==> config.mk <==
export PLATFORM = sky130hd
export DESIGN_NAME = turbo_encoder_flat
export DESIGN_NICKNAME = d
export VERILOG_FILES = /design/src/rtl/turbo_encoder_if.sv /design/src/rtl/turbo_encoder.sv /design/src/flat_wrapper.sv
export SDC_FILE = /design/constraint.sdc
export NUM_CORES = 1
export LEC_CHECK = 0
export CAP_MARGIN = 20
export CORE_MARGIN = 8
export CORE_UTILIZATION = 45
export CTS_CLUSTER_DIAMETER = 150
export DETAILED_ROUTE_END_ITERATION = 12
export PLACE_DENSITY = 0.72
export SETUP_SLACK_MARGIN = 0.2
export SLEW_MARGIN = 30
export SYNTH_ARGS = -nofsm -noshare
export SYNTH_HDL_FRONTEND = slang
export SYNTH_SLANG_ARGS = --single-unit
==> constraint.sdc <==
create_clock -name clk_p_i -period 2.6 [get_ports clk_p_i]
set_clock_uncertainty 0.05 [all_clocks]
set_input_delay 0.26 -clock clk_p_i [delete_from_list [all_inputs] [get_ports clk_p_i]]
set_output_delay 0.26 -clock clk_p_i [all_outputs]
set_load 0.1 [all_outputs]
==> src/rtl/turbo_encoder_if.sv <==
// turbo_encoder_if: info-bit input and encoded-step output handshakes.
// master = bit source / channel side, slave = turbo_encoder.
interface turbo_encoder_if;
  logic in_valid_i;
  logic in_bit_i;
  logic in_ready_o;
  logic out_valid_o;
  logic out_ready_i;
  logic sys_o;
  logic par1_o;
  logic sys2_o;
  logic par2_o;
  logic out_last_o;

  modport master (
    output in_valid_i, in_bit_i, out_ready_i,
    input  in_ready_o, out_valid_o, sys_o,
    input  par1_o, sys2_o, par2_o, out_last_o
  );

  modport slave (
    input  in_valid_i, in_bit_i, out_ready_i,
    output in_ready_o, out_valid_o, sys_o,
    output par1_o, sys2_o, par2_o, out_last_o
  );
endinterface

==> src/rtl/turbo_encoder.sv <==
// turbo_encoder: rate-1/3 PCCC encoder, two 4-state RSC (7,5) codes,
// second fed via pi(k) = STEP*k mod BLOCK_SIZE.
// Ports: clk_p_i, reset_p_i (sync, active-high), io (slave modport):
//   in_valid_i/in_bit_i/in_ready_o load one block of info bits;
//   out_valid_o/out_ready_i carry sys_o, par1_o, sys2_o, par2_o,
//   out_last_o per step.
// TURBO_TAIL_EN defined: 2 termination beats drive both encoders to 0.
module turbo_encoder #(
  parameter int BLOCK_SIZE = 21,
  parameter int INTLV_STEP = 8,
  parameter int CNT_W      = 5
) (
  input logic           clk_p_i,
  input logic           reset_p_i,
  turbo_encoder_if.slave io
);

  typedef enum logic [1:0] {
    LOAD,
    ENCODE,
    TAIL
  } state_t;

  localparam logic [CNT_W-1:0] K_LAST =
    CNT_W'(BLOCK_SIZE - 1);
  localparam logic [CNT_W:0] BS_W =
    (CNT_W+1)'(BLOCK_SIZE);
  localparam logic [CNT_W:0] STEP_W =
    (CNT_W+1)'(INTLV_STEP);
`ifdef TURBO_TAIL_EN
  localparam logic [CNT_W-1:0] T_LAST = CNT_W'(1);
`endif

  state_t                r_state;
  state_t                w_next;
  logic [BLOCK_SIZE-1:0] r_buf;
  logic [CNT_W-1:0]      r_wcnt;
  logic [CNT_W-1:0]      r_k;
  logic [CNT_W-1:0]      r_p;
  logic [1:0]            r_s1;
  logic [1:0]            r_s2;

  logic             w_valid;
  logic             w_ready;
  logic             w_fire_in;
  logic             w_fire_out;
  logic             w_wlast;
  logic             w_klast;
  logic             w_end;
  logic             w_u1;
  logic             w_u2;
  logic             w_a1;
  logic             w_a2;
  logic [1:0]       w_ns1;
  logic [1:0]       w_ns2;
  logic [CNT_W:0]   w_psum;
  logic [CNT_W-1:0] w_pnext;

  assign w_ready = (r_state == LOAD) && !reset_p_i;
  assign w_valid = (r_state != LOAD) && !reset_p_i;
  assign w_fire_in  = w_ready && io.in_valid_i;
  assign w_fire_out = w_valid && io.out_ready_i;
  assign w_wlast = (r_wcnt == K_LAST);
  assign w_klast = (r_k == K_LAST);

`ifdef TURBO_TAIL_EN
  assign w_end = (r_state == TAIL) && (r_k == T_LAST);
`else
  assign w_end = (r_state == ENCODE) && w_klast;
`endif

  // Tail input d1^d2 cancels the feedback so a = 0.
  always_comb begin
    w_u1 = 1'b0;
    w_u2 = 1'b0;
    unique case (1'b1)
      (r_state == ENCODE): begin
        w_u1 = r_buf[r_k];
        w_u2 = r_buf[r_p];
      end
      (r_state == TAIL): begin
        w_u1 = r_s1[1] ^ r_s1[0];
        w_u2 = r_s2[1] ^ r_s2[0];
      end
      default: ;
    endcase
  end

  assign w_a1  = w_u1 ^ r_s1[1] ^ r_s1[0];
  assign w_a2  = w_u2 ^ r_s2[1] ^ r_s2[0];
  assign w_ns1 = {w_a1, r_s1[1]};
  assign w_ns2 = {w_a2, r_s2[1]};

  // Modular stride step: one add, at most one subtract.
  assign w_psum  = {1'b0, r_p} + STEP_W;
  assign w_pnext = (w_psum >= BS_W) ?
    CNT_W'(w_psum - BS_W) : CNT_W'(w_psum);

  always_comb begin
    w_next = r_state;
    unique case (r_state)
      LOAD:
        if (w_fire_in && w_wlast) w_next = ENCODE;
      ENCODE:
        if (w_fire_out && w_klast) begin
`ifdef TURBO_TAIL_EN
          w_next = TAIL;
`else
          w_next = LOAD;
`endif
        end
      TAIL:
        if (w_fire_out && w_end) w_next = LOAD;
      default: w_next = LOAD;
    endcase
  end

  always_ff @(posedge clk_p_i) begin
    if (reset_p_i) begin
      r_state <= LOAD;
      r_buf   <= '0;
      r_wcnt  <= '0;
      r_k     <= '0;
      r_p     <= '0;
      r_s1    <= '0;
      r_s2    <= '0;
    end else begin
      r_state <= w_next;
      if (w_fire_in) begin
        r_buf[r_wcnt] <= io.in_bit_i;
        if (w_wlast) begin
          r_wcnt <= '0;
          r_k    <= '0;
          r_p    <= '0;
        end else begin
          r_wcnt <= r_wcnt + 1'b1;
        end
      end
      if (w_fire_out) begin
        if (w_end) begin
          r_s1 <= '0;
          r_s2 <= '0;
          r_k  <= '0;
          r_p  <= '0;
`ifdef TURBO_TAIL_EN
        end else if (w_klast &&
                     r_state == ENCODE) begin
          // Trellis states carry into the tail.
          r_s1 <= w_ns1;
          r_s2 <= w_ns2;
          r_k  <= '0;
          r_p  <= '0;
`endif
        end else begin
          r_s1 <= w_ns1;
          r_s2 <= w_ns2;
          r_k  <= r_k + 1'b1;
          r_p  <= w_pnext;
        end
      end
    end
  end

  assign io.in_ready_o  = w_ready;
  assign io.out_valid_o = w_valid;
  assign io.sys_o       = w_valid & w_u1;
  assign io.sys2_o      = w_valid & w_u2;
  assign io.par1_o      = w_valid & (w_a1 ^ r_s1[0]);
  assign io.par2_o      = w_valid & (w_a2 ^ r_s2[0]);
  assign io.out_last_o  = w_valid & w_end;

endmodule

==> src/flat_wrapper.sv <==
// flat-port wrapper written by rule: the top's interface ports become plain ports
module turbo_encoder_flat 
#(
  parameter int BLOCK_SIZE = 21,
  parameter int INTLV_STEP = 8,
  parameter int CNT_W      = 5
)
  (clk_p_i, reset_p_i, io_in_valid_i, io_in_bit_i, io_out_ready_i, io_in_ready_o, io_out_valid_o, io_sys_o, io_par1_o, io_sys2_o, io_par2_o, io_out_last_o);
  turbo_encoder_if io_i ();
  input logic clk_p_i;
  input logic reset_p_i;
  input wire logic [$bits(io_i.in_valid_i)-1:0] io_in_valid_i;
  input wire logic [$bits(io_i.in_bit_i)-1:0] io_in_bit_i;
  input wire logic [$bits(io_i.out_ready_i)-1:0] io_out_ready_i;
  output wire logic [$bits(io_i.in_ready_o)-1:0] io_in_ready_o;
  output wire logic [$bits(io_i.out_valid_o)-1:0] io_out_valid_o;
  output wire logic [$bits(io_i.sys_o)-1:0] io_sys_o;
  output wire logic [$bits(io_i.par1_o)-1:0] io_par1_o;
  output wire logic [$bits(io_i.sys2_o)-1:0] io_sys2_o;
  output wire logic [$bits(io_i.par2_o)-1:0] io_par2_o;
  output wire logic [$bits(io_i.out_last_o)-1:0] io_out_last_o;
  assign io_i.in_valid_i = io_in_valid_i;
  assign io_i.in_bit_i = io_in_bit_i;
  assign io_i.out_ready_i = io_out_ready_i;
  assign io_in_ready_o = io_i.in_ready_o;
  assign io_out_valid_o = io_i.out_valid_o;
  assign io_sys_o = io_i.sys_o;
  assign io_par1_o = io_i.par1_o;
  assign io_sys2_o = io_i.sys2_o;
  assign io_par2_o = io_i.par2_o;
  assign io_out_last_o = io_i.out_last_o;
  turbo_encoder #(.BLOCK_SIZE(BLOCK_SIZE), .INTLV_STEP(INTLV_STEP), .CNT_W(CNT_W)) u_core (.clk_p_i(clk_p_i), .reset_p_i(reset_p_i), .io(io_i));
endmodule
==> results_dict.tcl, run 1 <==
set metrics [dict create \
    outcome "completed" \
    setup_tns_ns 0 \
    cp.required_ns 2.29 \
    yosys.area.top_type_share 0.325 \
    cts_root_buf "clkbuf_8" \
    ys_top_cells_by_count "nor2_1, dfxtp_1, nand2_1, mux2i_1, nand3_1" \
    slew_violations 0 \
    path_max_fanout 5 \
    grt_pass1_vias 2116 \
    die_h_microns 90.9 \
    netlist_area_sq_um 2530 \
    syn_inst 306 \
    clock_latency_ns 0.30 \
    arrival_ns 2.17 \
    async_flop_share 0 \
    hpwlAfterDp_microns 4410 \
    initial_utilization 0.462 \
    cts_sinks 41 \
    via_per_inst 5.65 \
    finalPower_w 0.00124 \
    path_cells "mux4_2, mux2_4, a2bb2oi_4, nand2_2, xnor2_2, nor2_4, buf_12" \
    drc 0 \
    synth_edf_count 0 \
    postSynthAreaPerCell_sq_um 8.26 \
    die_w_microns 90.9 \
    ctsHtreeMaxLevel 2 \
    timing.final.crit_share 0.954 \
    maxCapViolCount 0 \
    wl_per_cell_microns 15.9 \
    drt-initial-drc-count 180 \
    ir_drop_mv 0.180 \
    rsz0062_at_grt "true" \
    wirelength_microns 6200 \
    dieArea_sq_um 8270 \
    post-synth-top-count-cell "nor2_1" \
    synth.ff_latch_count 41 \
    grt.overflow.total 0 \
    ant_nets 0 \
    antenna_cells 0 \
    worst_pin_slew_ns 0.707 \
    ios 12 \
    grt_pass1_wl_microns 10400 \
    fmax_ghz 0.403 \
    final_util 0.555 \
    yosysWarnings 0 \
    setup_viol 0 \
    ys.flop_type "dfxtp_1" \
    grt_max_degree 22 \
    yosysSeqAreaShare 0.325 \
    cellLeakagePower_nw 1.15 \
    firstDrtPassIters 4 \
    tritoncts "done" \
    criticalPathCategory "reg2out" \
    r2r_slack_ns 0.33 \
    critPathMaxStageDelay_ns 0.50 \
    core_sq_um 5470 \
    antenna_found_initial 0 \
    endpoint_kind "output port" \
    drive_above_1_share 0.179 \
    hold_class "reg2reg" \
    synth_area_leaders "dfxtp_1, mux2i_1, nor2_1, ha_1, nand2_1" \
    startpoint_type "flop" \
    finalHoldViolations 0 \
    nets 333 \
    synth_nets 321 \
    synth_largest_area_cell "dfxtp_1" \
    port_buffers 11 \
    fin_crit_ns 2.48 \
    gp_congestion 0.885 \
    grt_usage 0.150 \
    num_vias 2208 \
    power_density_nw_per_um2 409 \
    syn2layout_area_growth_pct 20.3 \
    slowest_stage "mux4_2" \
    row_count 27 \
    cts.clk_slew.worst_paths_ns 0.08 \
    clockBufferDepth 2 \
    slew_headroom 0.527 \
    numCtsBuffers 5 \
    ys_types 50 \
]
## flip-flops by register name, indices dropped and copies added (netlist names)
register / count
u_core.r_state: 1
u_core.r_wcnt: 5
u_core.r_p: 5
u_core.r_buf: 21
u_core.r_k: 5
u_core.r_s2: 2
u_core.r_s1: 2
## cells in the final DEF (no fill, tap or decap), types with 6 or more instances in the layout
cell	netlist	layout
nand3_1	18	18
buf_4	0	15
ha_1	10	10
mux2i_1	26	25
nand2_1	29	28
nor3_1	10	10
nor2_1	47	44
nand3b_1	6	6
a21oi_1	15	13
inv_1	11	11
dfxtp_1	41	36
buf_12	0	7
## metal layers
| layer | global-route usage | share of wire |
|---|---|---|
| met1 | 0.187 | 0.46 |
| met2 | 0.252 | 0.49 |
| met3 | 0.0283 | 0.040 |
| met4 | 0.0505 | 0.013 |
| met5 | 0 | 0 |
## path summary, 6_finish.rpt
check | start | endpoint | cells after the start
worst max register to register | u_core.r_p[0] | u_core.r_s2[1] | 8
worst min register to register | u_core.r_buf[1] | u_core.r_buf[1] | 2
worst max-delay path | u_core.r_p[0] | io_par2_o | 7
worst min-delay path | u_core.r_buf[1] | u_core.r_buf[1] | 2
## final cells by class
type / count / area (sq um)
timing repair buffer: 27 / 304
clock buffer: 6 / 72.6
tap: 72 / 90.1
sequential: 41 / 835
multi-input combinational: 232 / 1660
fill: 498 / 2430
inverter: 11 / 41.3
clock inverter: 2 / 38.8
## worst max-delay path, delay by kind of cell, from the launching register on
| kind | cells | cell delay (ns) |
|---|---|---|
| AO/OA/AOI/OAI | 1 | 0.16 |
| flip-flops | 1 | 0.40 |
| AND/OR/NAND/NOR | 2 | 0.19 |
| XOR/XNOR | 1 | 0.15 |
| buffers and inverters | 1 | 0.18 |
| multiplexers | 2 | 0.79 |
## cell families (layout without fill, tap and decap cells)
group	Yosys count	in the layout	synth area share
multiplexers	33	33	0.159
flip-flops	41	41	0.325
AND/OR/NAND/NOR	137	137	0.262
adder cells (fa/ha/maj)	10	10	0.0495
buffers and inverters	33	46	0.0535
XOR/XNOR	8	8	0.0277
AO/OA/AOI/OAI	44	44	0.123
## power breakdown
part	switching [W]	leakage [nW]	internal (W)
clock network	0.000236	0.0554	0.000288
registers	0.00000815	0.334	0.000630
logic	0.0000475	0.764	0.0000331
## stage by stage
| stage | instance area, sq um | cells | hold WS [ns] | worst slack, ns |
|---|---|---|---|---|
| finish | 3040 | 391 | 0.449 | 0.119 |
| global route | 3040 | 391 | 0.470 | 0.0426 |
| CTS | 2980 | 388 | 0.448 | 0.0956 |
| detailed placement | 2830 | 378 | 0.437 | 0.158 |
| global placement | 2830 | 378 | 0.429 | 0.230 |
| floorplan | 2570 | 306 | 0.357 | -0.153 |
## repair_timing
| item | 4_1_cts | 5_1_grt |
|---|---|---|
| setup endpoints to repair | 3 | 8 |
| hold buffers | 0 | 0 |
| gates cloned | 0 | 0 |
| pin swaps | 5 | 1 |
| gates resized for setup | 8 | 7 |
| buffers inserted | 2 | 3 |
Power figures use the tool's default switching activity.
==> inputs of run 2 (changes only) <==
--- a/config.mk
+++ b/config.mk
@@ -6,11 +6,13 @@
 export NUM_CORES = 1
 export LEC_CHECK = 0
 export CAP_MARGIN = 20
+export CELL_PAD_IN_SITES_DETAIL_PLACEMENT = 1
+export CELL_PAD_IN_SITES_GLOBAL_PLACEMENT = 1
 export CORE_MARGIN = 8
 export CORE_UTILIZATION = 45
 export CTS_CLUSTER_DIAMETER = 150
 export DETAILED_ROUTE_END_ITERATION = 12
-export PLACE_DENSITY = 0.72
+export PLACE_DENSITY = 0.88
 export SETUP_SLACK_MARGIN = 0.2
 export SLEW_MARGIN = 30
 export SYNTH_ARGS = -nofsm -noshare
==> run 2 against run 1 <==
The flow now finishes with violations (setup timing); worst setup slack worse by 0.15 ns; first-iteration DRC count up 32%; power grew 2.8%; highest routed layer unchanged; via count up 15%; largest power group unchanged; final area increased by 0.62%; clock-buffer cell count unchanged; core utilization grew 0.34 points; sequential cell count unchanged; worst hold slack worse by 0.065 ns; largest cell class unchanged; die area unchanged.
==> results_dict.tcl, run 2 (synthesized netlist as in run 1, its figures left out) <==
set metrics [dict create \
    outcome "finished with violations" \
    violations "setup timing" \
    pre_cts_slack_ns 0.161 \
    finalHoldViolations 0 \
    antenna_cells 0 \
    clock_latency_ns 0.32 \
    fmax_ghz 0.381 \
    antenna_found_initial 0 \
    arrival_ns 2.32 \
    power_frac_comb 0.065 \
    largest_register_ffs 21 \
    path_cells "buf_4, mux2i_1, nand3_1, nand4_1, o221ai_4, xnor2_1, nor2_2, buf_12" \
    core_sq_um 5470 \
    wl_per_cell_microns 23.9 \
    tritoncts "done" \
    finalPower_w 0.00128 \
    firstDrtPassIters 5 \
    most-common-layout-cells "nor2_1, dfxtp_1, nand2_1" \
    initial_utilization 0.462 \
    grt_usage 0.195 \
    holdWs_ns 0.384 \
    ios 12 \
    slew_violations 0 \
    grt_max_degree 30 \
    gp_congestion 0.908 \
    dieArea_sq_um 8270 \
    port_buffers 11 \
    die_h_microns 90.9 \
    cts.clk_slew.worst_paths_ns 0.09 \
    cts-hold-fix-buffers 0 \
    drive_above_1_share 0.208 \
    grt_pass1_wl_microns 13100 \
    row_count 27 \
    critPathMaxStageDelay_ns 0.41 \
    p_int_w 0.000948 \
    slew_headroom 0.454 \
    cellLeakagePower_nw 1.14 \
    p_sw_frac 0.258 \
    regMostFlops "u_core.r_buf" \
    slowest_stage "dfxtp_4" \
    timing.final.crit_share 1.01 \
    fin_crit_ns 2.63 \
    criticalPathCategory "reg2out" \
    rsz0062_at_grt "true" \
    final_common_cell "nor2_1" \
    fillCellCount 641 \
    clockBufferDepth 2 \
    num_vias 2536 \
    cts_root_buf "clkbuf_8" \
    clockPowerShare 0.435 \
    hold_class "in2reg" \
    setup_slack_ns -0.0278 \
    ctsHtreeMaxLevel 2 \
    ir_drop_mv 0.214 \
    ant_nets 0 \
    via_per_inst 6.44 \
    power_density_nw_per_um2 418 \
    cp.required_ns 2.29 \
    syn2layout_area_growth_pct 21.0 \
    numCtsBuffers 5 \
    nets 336 \
    path_max_fanout 6 \
    die_w_microns 90.9 \
    hpwlAfterDp_microns 5260 \
    grt_pass1_vias 2500 \
    endpoint_kind "output port" \
    drc 0 \
    drt-initial-drc-count 238 \
    grt.overflow.total 0 \
    seq_power_share 0.501 \
    startpoint_type "flop" \
    cts_sinks 41 \
    worst_pin_slew_ns 0.813 \
    post-place-cells 378 \
    setup_viol 1 \
    maxCapViolCount 0 \
    p_switching_w 0.000329 \
    wirelength_microns 9400 \
    stdcell_count 394 \
]
run 2: cell types whose count changed in the layout (fill, tap and decap cells not counted), moves of 2 or more:
| cell | delta |
|---|---|
| buf_4 | +6 |
| mux2i_2 | +3 |
| buf_12 | -2 |
| mux2i_1 | -2 |
run 2: cell type report:
class | instances | area (sq um) | area share
clock buffer | 6 | 72.6 | 0.0237
clock inverter | 2 | 38.8 | 0.0127
inverter | 11 | 41.3 | 0.0135
multi-input combinational | 232 | 1690 | 0.552
sequential | 41 | 836 | 0.273
tap | 72 | 90.1 | 0.0295
timing repair buffer | 30 | 293 | 0.0957
run 2: what timing repair did:
action	CTS	global route
setup endpoints to repair	3	4
buffers inserted	4	4
endpoints found under the hold margin	0	0
gates resized for setup	12	9
pin swaps	6	3
run 2: through the flow:
stage                util  setup TNS (ns)  instance area [sq um]
global placement    0.511               0                   2800
finish              0.559         -0.0278                   3060
global route        0.559          -0.128                   3060
detailed placement  0.511               0                   2800
floorplan               -          -0.153                   2570
CTS                 0.545               0                   2980
run 2: path summary, 6_finish.rpt:
| check | startpoint | to | slack [ns] | cells past startpoint |
|---|---|---|---|---|
| hold / removal | reset_p_i | u_core.r_k[2] | 0.38 | 2 |
| setup reg to reg | u_core.r_p[0] | u_core.r_s2[1] | 0.24 | 8 |
| setup / recovery | u_core.r_k[0] | io_par1_o | -0.03 | 8 |
| hold reg to reg | u_core.r_buf[1] | u_core.r_buf[1] | 0.45 | 2 |
run 2: per-layer routing:
metal,global-route usage,vias up,part of all wire,wire (microns)
li1,-,1100,-,-
met1,0.216,1248,0.40,3710
met2,0.345,138,0.48,4470
met3,0.0407,50,0.069,653
met4,0.0969,0,0.060,560
met5,0,-,0,0
run 2: power groups by stage:
| stage | logic, W | clock network [W] | registers, W |
|---|---|---|---|
| 5_1_grt | 0.0000885 | 0.000579 | 0.000641 |
| 4_1_cts | 0.0000788 | 0.000529 | 0.000638 |
| 6_report | 0.0000828 | 0.000555 | 0.000639 |
| 3_3_place_gp | 0.0000736 | 0 | 0.000656 |
| 3_5_place_dp | 0.0000770 | 0 | 0.000656 |
| 2_1_floorplan | 0.0000533 | 0 | 0.000654 |
run 2: worst max-delay path: cells and delay by family, from the launching register on:
family          cells  cell delay, ns
simple gates        3            0.58
xor+xnor            1            0.17
buf+inv             2            0.38
flops               1            0.41
mux                 1            0.30
compound gates      1            0.16
